## config.mk

```make
export PLATFORM = sky130hd
export DESIGN_NAME = prga_decrypt
export DESIGN_NICKNAME = d
export VERILOG_FILES = /design/src/rtl/prga_decrypt.sv
export SDC_FILE = /design/constraint.sdc
export NUM_CORES = 1
export LEC_CHECK = 0
export BUFFER_PORTS_ARGS = -buffer_cell sky130_fd_sc_hd__buf_2
export CORE_ASPECT_RATIO = 1.2
export CORE_MARGIN = 4
export CORE_UTILIZATION = 42
export DETAILED_ROUTE_END_ITERATION = 7
export MAX_ROUTING_LAYER = met4
export RECOVER_POWER = 25
export SYNTH_ARGS = -nofsm -noshare
export SYNTH_HDL_FRONTEND = slang
export SYNTH_SLANG_ARGS = --single-unit
```

## constraint.sdc

```tcl
create_clock -name clk -period 5.2 [get_ports clk]
set_clock_uncertainty 0.05 [all_clocks]
set_input_delay 1.56 -clock clk [delete_from_list [all_inputs] [get_ports clk]]
set_output_delay 1.56 -clock clk [all_outputs]
set_load 0.1 [all_outputs]
```

## src/rtl/prga_decrypt.sv

```systemverilog
// RC4 keystream stage: walks i/j over the shared S memory, swaps, XORs the keystream with the ROM bytes and writes the plaintext to RAM.
// Optional PRGA_VALID_CHECK_EN: abort and raise key_bad on the first plaintext byte outside a-z / space.
module prga_decrypt #(
    parameter int MSG_LEN = 32,
    parameter int MSG_AW  = 5
) (
    input  logic              clk,
    input  logic              reset_n,
    input  logic              start,
    output logic              finished,
    output logic [7:0]        address_out,
    output logic [7:0]        data,
    output logic              write_en,
    input  logic [7:0]        read_data,
    output logic [MSG_AW-1:0] rom_addr,
    input  logic [7:0]        rom_data,
    output logic [MSG_AW-1:0] ram_addr,
    output logic [7:0]        ram_data,
    output logic              ram_wren,
    output logic              key_bad
);

    typedef enum logic [3:0] {
        IDLE, RD_SI, LT_SI, RD_SJ, LT_SJ, WR_SI, WR_SJ, RD_F, LT_F, WR_OUT, DONE
    } state_t;

    state_t            r_state, w_next;
    logic [7:0]        r_i, r_j, r_si, r_sj, r_f, r_enc;
    logic [MSG_AW-1:0] r_k;
    logic [7:0]        w_plain;
    logic              w_last;
    logic              w_ok;

    assign w_plain = r_f ^ r_enc;
    assign w_last  = (r_k == MSG_AW'(MSG_LEN - 1));

`ifdef PRGA_VALID_CHECK_EN
    logic r_key_bad;
    assign w_ok    = ((w_plain >= 8'h61) && (w_plain <= 8'h7A)) || (w_plain == 8'h20);
    assign key_bad = r_key_bad;

    always_ff @(posedge clk or negedge reset_n) begin
        if (!reset_n)                         r_key_bad <= 1'b0;
        else if (r_state == IDLE && start)    r_key_bad <= 1'b0;
        else if (r_state == WR_OUT && !w_ok)  r_key_bad <= 1'b1;
    end
`else
    assign w_ok    = 1'b1;
    assign key_bad = 1'b0;
`endif

    always_ff @(posedge clk or negedge reset_n) begin
        if (!reset_n) r_state <= IDLE;
        else          r_state <= w_next;
    end

    // Datapath registers; the S-memory read lands one cycle after its address state.
    always_ff @(posedge clk or negedge reset_n) begin
        if (!reset_n) begin
            r_i   <= 8'd0;
            r_j   <= 8'd0;
            r_k   <= '0;
            r_si  <= 8'd0;
            r_sj  <= 8'd0;
            r_f   <= 8'd0;
            r_enc <= 8'd0;
        end else begin
            case (r_state)
                IDLE: if (start) begin
                    r_i <= 8'd1;
                    r_j <= 8'd0;
                    r_k <= '0;
                end
                LT_SI: begin
                    r_si <= read_data;
                    r_j  <= r_j + read_data;
                end
                LT_SJ: r_sj <= read_data;
                LT_F: begin
                    r_f   <= read_data;
                    r_enc <= rom_data;
                end
                WR_OUT: if (!w_last && w_ok) begin
                    r_k <= r_k + 1'b1;
                    r_i <= r_i + 8'd1;
                end
                default: ;
            endcase
        end
    end

    always_comb begin
        w_next      = r_state;
        address_out = 8'd0;
        data        = 8'd0;
        write_en    = 1'b0;
        rom_addr    = '0;
        ram_addr    = '0;
        ram_data    = 8'd0;
        ram_wren    = 1'b0;
        finished    = 1'b0;
        case (r_state)
            IDLE:  if (start) w_next = RD_SI;
            RD_SI: begin address_out = r_i; w_next = LT_SI; end
            LT_SI: w_next = RD_SJ;
            RD_SJ: begin address_out = r_j; w_next = LT_SJ; end
            LT_SJ: w_next = WR_SI;
            WR_SI: begin
                address_out = r_i;
                data        = r_sj;
                write_en    = 1'b1;
                w_next      = WR_SJ;
            end
            WR_SJ: begin
                address_out = r_j;
                data        = r_si;
                write_en    = 1'b1;
                w_next      = RD_F;
            end
            RD_F: begin
                address_out = r_si + r_sj;
                rom_addr    = r_k;
                w_next      = LT_F;
            end
            LT_F: w_next = WR_OUT;
            WR_OUT: begin
                ram_addr = r_k;
                ram_data = w_plain;
                ram_wren = w_ok;
                w_next   = (w_last || !w_ok) ? DONE : RD_SI;
            end
            DONE: begin finished = 1'b1; w_next = IDLE; end
            default: w_next = IDLE;
        endcase
    end

endmodule

```

Word-level counts from Yosys, hierarchy flattened
Cells that the tools add are included.
- flip-flop bits (word level): 57
- bits in latches: 0
- RAM bits: 0
- memory bits (read-only): 0
- output and inout port bits: 38
- memories: 0
- $add $sub $neg: 4
- multipliers: 0
- div/mod/pow operators: 0
- $lt $le $gt $ge: 0
- equality and inequality tests: 13
- shift operators: 0
- multiplexer cells: 19
- bitwise operators: 1
- reduce and logical (&&, ||, !) cells: 8
- operators by type and width (kind ; count):
    one-hot mux 8 bit (2 select lines) ; 3
    one-hot mux 4 bit (10 select lines) ; 1
    2-to-1 mux 8 bit ; 4
    one-hot mux 8 bit (3 select lines) ; 1
    2-to-1 mux 5 bit ; 4
    adder 8 bit ; 2
    == test 4 x 3 -> 1 bit (second input constant) ; 4
    == test 4 bit (second input constant) ; 3
    one-hot mux 5 bit (2 select lines) ; 1
    adder 8 x 1 -> 8 bit (second input constant) ; 1
    == test 4 x 2 -> 1 bit (second input constant) ; 2
    2-to-1 mux 4 bit ; 2
    bitwise XOR 8 bit ; 1
    OR reduction 2 bit ; 3
    adder 5 x 1 -> 5 bit (second input constant) ; 1
    == test 5 bit (second input constant) ; 1
    == test 4 x 1 -> 1 bit (second input constant) ; 1
    zero test 4 bit ; 1
    inequality test 2 bit (second input constant) ; 2
    nonzero test 2 bit ; 2
    2-to-1 mux 1 bit ; 3
    AND reduction 3 bit ; 1
    AND reduction 2 bit ; 1

Depth between registers and ports, before layout
Gate-level depths: netlist of run 1.
- depth in word-level cells: 3
- depth in mapped cells: 8
- depth with buffers taken out: 8

Least setup slack after synthesis of run 1
No wires, ideal clock.
- path kind: reg2out
- from: register r_si[0]
- to: output port address_out[6]
- data arrival time: 3.692 ns
- data required time: 3.590 ns
- setup slack: -0.102 ns
- cell stages (with the launch flop): 8
- cell sequence: dfrtp_1 -> ha_1 -> fa_1 -> a21o_1 -> a21oi_1 -> o21bai_1 -> mux2i_1 -> o21ai_0
- cells in the longest elaborated chain, start to end: 2
- ends and longest elaborated chain (element ; RTL line ; source):
    start, declared ; 28 ; logic [7:0] r_i, r_j, r_si, r_sj, r_f, r_enc;
    start signal, assigned ; 75 ; r_si <= read_data;
    adder 8 bit ; 121 ; address_out = r_si + r_sj;
    one-hot mux 8 bit (3 select lines) ; 102 ; case (r_state)
    end, declared ; 11 ; output logic [7:0] address_out,
Every way passes these cells.

Worst setup path in the final report of run 1
- from: register r_state[3]
- to: output port address_out[3]
- cells in the longest elaborated chain, start to end: 3
- ends and longest elaborated chain (element ; RTL line ; source):
    start, declared ; 27 ; state_t r_state, w_next;
    start signal, assigned ; 54 ; else r_state <= w_next;
    == test 4 x 3 -> 1 bit, or another cell as far along ; 102 ;
    OR reduction 2 bit (no source line) ; -- ;
    one-hot mux 8 bit (3 select lines) (*) ; 102 ;
Mark *: on every way between the ends. The rest lies on a longest branch, timed or not.

==> results of run 1 <==
==> layer usage <==
metal  up-vias  global-route usage  share of wire
met5         -                   -              0
met4         0              0.0646          0.020
met3        14              0.0274          0.037
met2        62               0.310           0.48
met1      1334               0.226           0.47
li1       1328                   -              -
==> power groups by stage <==
stage	registers (mW)	logic, mW	clock network [mW]
after global placement	0.833	1.58	0
after CTS	0.837	1.60	0.431
after floorplan	0.750	1.39	0
after detailed placement	0.844	1.59	0
final	0.837	1.59	0.423
after global routing	0.870	1.74	0.450
==> worst reg2reg max path, delay by kind of cell (launching register included) <==
kind	cells	cell delay, ps
muxes	1	130
DFF	1	530
AOI/OAI and AO/OA	1	150
and+or+nand+nor	3	1410
==> placed cells by master (no fill, tap or decap), types with 2 or more instances in the layout <==
master / Yosys / final
buf_2: 2 / 54
a222oi_1: 3 / 3
dfrtp_1: 57 / 57
a211oi_1: 4 / 4
nor2b_1: 4 / 4
a22o_1: 3 / 3
nand4_1: 5 / 5
clkbuf_8: 0 / 10
nor3b_1: 3 / 3
nand3_1: 9 / 9
clkinvlp_4: 0 / 3
a21o_1: 5 / 5
nand2b_1: 6 / 6
o21ai_0: 17 / 15
xnor2_1: 15 / 15
o21bai_1: 4 / 4
clkbuf_1: 10 / 2
buf_4: 1 / 3
xor2_1: 12 / 12
nand2_1: 39 / 39
nor3_1: 3 / 3
a22oi_1: 12 / 12
nor3_2: 2 / 2
fa_1: 2 / 2
nor2_1: 37 / 37
mux2_2: 26 / 26
and3_1: 3 / 3
o21ai_1: 0 / 2
and2_1: 10 / 10
mux2i_1: 3 / 3
inv_1: 7 / 7
ha_1: 17 / 17
a21oi_1: 12 / 12
==> cell families after synthesis <==
family                     count (synthesis)
buffers and inverters                     23
xor gates and xnor gates                  27
adders and majority gates                 19
DFF                                       57
muxes                                     29
and+or+nand+nor                          129
other                                      1
AOI/OAI and AO/OA                         63
==> registers in the layout (all words and copies together), names as in the netlist <==
signal	count
r_state	4
r_f	8
r_sj	8
r_k	5
r_si	8
r_i	8
r_enc	8
r_j	8
==> path summary, 6_finish.rpt <==
| path | from | to | slack (ps) |
|---|---|---|---|
| setup reg to reg | r_state[0] | r_j[7] | 2820 |
| min in group asynchronous | reset_n | r_enc[7] | 1490 |
| hold / removal | r_si[0] | r_si[0] | 470 |
| max in group asynchronous | reset_n | r_si[5] | 2490 |
| setup / recovery | r_state[3] | address_out[3] | 950 |
| hold reg to reg | r_si[0] | r_si[0] | 470 |
==> layout make-up <==
class	count	area (um2)
inverter	7	26.3
fill	759	3860
multi-input combinational	268	1870
timing repair buffer	59	300
sequential	57	1430
clock buffer	10	138
tap	92	115
clock inverter	6	66.3
==> per-stage QoR <==
step                instances  worst slack [ps]  utilization
CTS                       499               897        0.506
finish                    499               952        0.505
global placement          483              1310        0.480
detailed placement        483              1260        0.480
global route              499               661        0.505
floorplan                 348              31.1            -
==> impl_metrics.yaml, run 1 <==
placed_design:
  place_area_mm2: 0.00374
  io_buffers: 55
  hpwl_um: 6140
  gp_congestion: 0.916
power:
  internal_power_mw: 1.38
  power_leakage_nw: 1.94
  seqPwrFrac: 0.294
  p_comb_frac: 0.557
  p_clk_frac: 0.149
  total_power_mw: 2.85
  swShare: 0.516
  power.switching_mw: 1.47
  ir_drop_uv: 317
  power_per_cell_area_mw_per_mm2: 723
synth:
  synth_seq_cells: 57
  avgSynthCellArea_um2: 9.78
  synth_most_common_cell: "dfrtp_1"
  synth-edff-count: 0
  synthDominantCellAreaShare: 0.419
  yosys_warnings: 0
  syn_inst: 348
  synth_xor_area_frac: 0.0695
  seq_area_frac_synth: 0.419
  synth_compound_area_frac: 0.122
  synth.top_cells.by_area: "dfrtp_1 (42%), mux2_2 (8.6%), ha_1 (6.2%), nand2_1 (4.3%), nor2_1 (4.1%)"
  synth_top_cell_by_area: "dfrtp_1"
  synthArstFlopShare: 1.00
  synthMuxAreaShare: 0.0948
  synth_top_flop_cell: "dfrtp_1"
  syn-cell-area_mm2: 0.00340
  synth_fa_ha_area_frac: 0.0742
  synth_top_cells_by_count: "dfrtp_1 (57), nand2_1 (39), nor2_1 (37)"
  syn_nets: 386
  synth_top_family_by_area: "simple AND/OR/NAND/NOR gates"
  yosys.area_share.simple: 0.187
  synth_cell_types: 44
drt:
  wire_per_inst_um: 16.2
  ant_nets: 0
  routed_wl_um: 8080
  first_iter_violations: 122
  vias_per_cell: 5.49
  drcViolationCount: 0
  via_count: 2738
  dr.pass1.iters: 4
floorplanning:
  io_pins: 57
  dieArea_mm2: 0.00962
  rows: 35
  die_h_um: 107
  die_x_um: 90.2
  start_util: 0.437
  core_mm2: 0.00779
global_route:
  grt_pass1_vias: 2800
  gr-total-overflow: 0
  antenna_found_initial: 0
  track_usage: 0.184
  grt_start_max_net_pins: 33
  grt_first_pass_wirelength_um: 13800
setup_path:
  critPathArrivalTime_ps: 2640
  crit_family: "simple AND/OR/NAND/NOR gates"
  start_kind: "register"
  crit_type: "reg2out"
  critPathSlowestCell: "nor2_1"
  endpoint_kind: "primary output"
  max_stage_delay_ps: 580
  required_ps: 3590
  path_common_cell: "o21ai_0"
  crit_chain: "nand2b_1 -> nor2_1 -> o21ai_0 -> o21ai_0 -> buf_2"
  critPathMaxFanout: 13
  path_buf_inv: 1
  cp.depth: 5
  r2r_cells: 5
run:
  drv_cap: 0
cts:
  cts_sinks: 57
  insertion_delay_ps: 340
  cts_setup_buffers: 0
  tritoncts: "done"
  ctsLongestPathBuffers: 2
  htreeDepth: 3
  ctsResizeCount: 0
  cts-hold-fix-buffers: 0
  cts_root_buffer: "clkbuf_8"
  cts_made_buffers: 9
  clk_pin_slew_ps: 70
timing:
  relSlewSlack: 0.0580
  slew_violations: 0
  finalCritPeriodShare: 0.817
  fin_tns_setup_ps: 0
  fmax_mhz: 235
  setup_viol: 0
  rsz0062_at_grt: "no"
  max_slew.worst_pin.slew_ps: 1410
  holdWs_ps: 467
  fin_crit_ps: 4250
  final-hold-violation-count: 0
layout:
  area_growth_pct: 15.7
  drive_gt1_frac: 0.253
  final_area_mm2: 0.00394
  antennaDiodeCount: 0
  nets: 440
run_status:
  outcome: "completed"
min_path:
  worstHoldPathCells: 2
  min_path_type: "reg2reg"
Power figures use the tool's default switching activity.
==> run 2: changes to the inputs <==
Clock period 5.2 ns to 3.79 ns, I/O delays scaled along.
==> run 2 against run 1 <==
Against the previous run: the run now ends with capacitance limit, slew limit left; worst hold slack worse by 7.5 ps; non-clock buffer count is 3 higher; via count is 0.40% higher; die area stayed put; first-iteration DRC count is 17% lower; largest cell class unchanged; worst setup slack worse by 810 ps; design area is 1.5% higher; total power is 41% higher; clock power is 46% higher; critical path depth is 2 higher.
==> impl_metrics.yaml, run 2 (synthesis results as in run 1) <==
run_status:
  outcome: "finished, violations left"
  failed_checks: "capacitance limit, slew limit"
placed_design:
  hpwl_um: 6200
  gp_congestion: 0.864
  io_buffers: 55
floorplanning:
  io_pins: 57
  start_util: 0.437
  die_x_um: 90.2
  die_h_um: 107
  dieArea_mm2: 0.00962
  rows: 35
  core_mm2: 0.00779
setup_path:
  r2r_end: "r_j[7]"
  crit_chain: "ha_1 -> a211oi_1 -> nor3_1 -> a211oi_1 -> xnor2_1 -> o21ai_2 -> clkbuf_4"
  max_stage_delay_ps: 430
  r2r_slack_ps: 1420
  path_common_cell: "a211oi_1"
  r2r_cells: 5
  reg2reg_from: "r_state[0]"
  critPathArrivalTime_ps: 2460
  critPathMaxFanout: 4
  cp-startpoint: "r_si[1]"
  critPathSlowestCell: "dfrtp_1"
  crit_type: "reg2out"
  start_kind: "register"
  endpoint_kind: "primary output"
  required_ps: 2600
global_route:
  grtUsageMet2: 0.301
  grt_first_pass_wirelength_um: 13500
  met3_usage: 0.0253
  top_usage_layer: "met2"
  grt_pass1_vias: 2677
  track_usage: 0.182
  met1_usage: 0.226
  grt_start_max_net_pins: 32
  antenna_found_initial: 0
  gr-total-overflow: 0
power:
  seqPwrFrac: 0.282
  total_power_mw: 4.03
  internal_power_mw: 1.99
  p_comb_frac: 0.565
  power.switching_mw: 2.04
  p_clk_frac: 0.153
  power_per_cell_area_mw_per_mm2: 1010
  swShare: 0.506
  power_leakage_nw: 1.97
  ir_drop_uv: 394
run:
  drv_cap: 1
cts:
  cts_root_buffer: "clkbuf_8"
  ctsLongestPathBuffers: 2
  cts_setup_buffers: 0
  insertion_delay_ps: 330
  clk_pin_slew_ps: 70
  cts_made_buffers: 9
  cts-hold-fix-buffers: 0
  htreeDepth: 3
  cts_sinks: 57
  tritoncts: "done"
min_path:
  worstHoldPathCells: 2
  hold_end: "r_si[0]"
  worstHoldStart: "r_si[0]"
  min_path_type: "reg2reg"
layout:
  antennaDiodeCount: 0
  fillCellCount: 766
  area_growth_pct: 17.4
  final_common_cell: "dfrtp_1"
  final_cell_mix: "dfrtp_1 (57), buf_2 (51), nand2_1 (39)"
  final_util: 0.513
  drive_gt1_frac: 0.264
  nets: 443
timing:
  final-hold-violation-count: 0
  slew_violations: 32
  max_slew.worst_pin.slew_ps: 1640
  fin_tns_setup_ps: 0
  rsz0062_at_grt: "no"
  fin_crit_ps: 3650
  fmax_mhz: 274
  relSlewSlack: -0.0903
  finalCritPeriodShare: 0.963
  setup_viol: 0
drt:
  via_count: 2749
  ant_nets: 0
  vias_per_cell: 5.49
  first_iter_violations: 101
  dr.pass1.iters: 4
  wire_per_inst_um: 16.4
  routed_wl_um: 8220
  drcViolationCount: 0
-- run 2: cell count changes in the layout (fill, tap and decap cells not counted), sizes merged --
cell and delta:
clkinvlp -3, buf +1, bufinv +1, inv -1
clkbuf +4
-- run 2: critical path, delay by kind of cell, from the launching register on --
kind            cells  cell delay, ps
compound gates      3             770
flops               1             430
fa+ha+maj           1             350
buf+inv             1             330
xor+xnor            1             130
simple gates        1             110
-- run 2: cell type report --
cell class	count	area [um2]	area share
flip-flops and latches	57	1430	0.357
clock buffers	12	145	0.0363
inverters	7	26.3	0.00657
repair buffers	62	330	0.0826
well taps	92	115	0.0288
clock inverters	3	65.1	0.0163
multi-input cells	268	1890	0.473
-- run 2: repair_timing --
item                       4_1_cts  5_1_grt
pin swaps                        0        0
gates resized for setup          1        3
setup endpoints to repair        1        3
-- run 2: power groups by stage --
stage	logic, mW	registers [mW]	clock network (mW)
2_1_floorplan	1.94	1.03	0
3_3_place_gp	2.23	1.13	0
3_5_place_dp	2.25	1.14	0
4_1_cts	2.27	1.14	0.631
5_1_grt	2.46	1.17	0.656
6_report	2.27	1.14	0.616
-- run 2: stage by stage --
stage	instances	hold WS, ps	setup WS, ps	instance area, um2
final	501	459	141	4000
after global placement	486	441	394	3780
after floorplan	348	396	169	3420
after CTS	501	465	52.2	4000
after detailed placement	486	445	354	3780
after global routing	501	495	26.1	4000
-- run 2: routing by layer --
| metal | vias up | part of all wire |
|---|---|---|
| met5 | - | 0 |
| met4 | 0 | 0.020 |
| met3 | 15 | 0.032 |
| met2 | 62 | 0.49 |
| met1 | 1331 | 0.46 |
| li1 | 1341 | - |
-- run 2: worst max-delay path by stage --
| stage | end | cells past startpoint |
|---|---|---|
| 2_1_floorplan | data[0] | 5 |
| 3_3_place_gp | address_out[6] | 8 |
| 3_5_place_dp | address_out[6] | 8 |
| 4_1_cts | address_out[7] | 7 |
| 5_1_grt | address_out[7] | 7 |
| 6_report | address_out[7] | 7 |
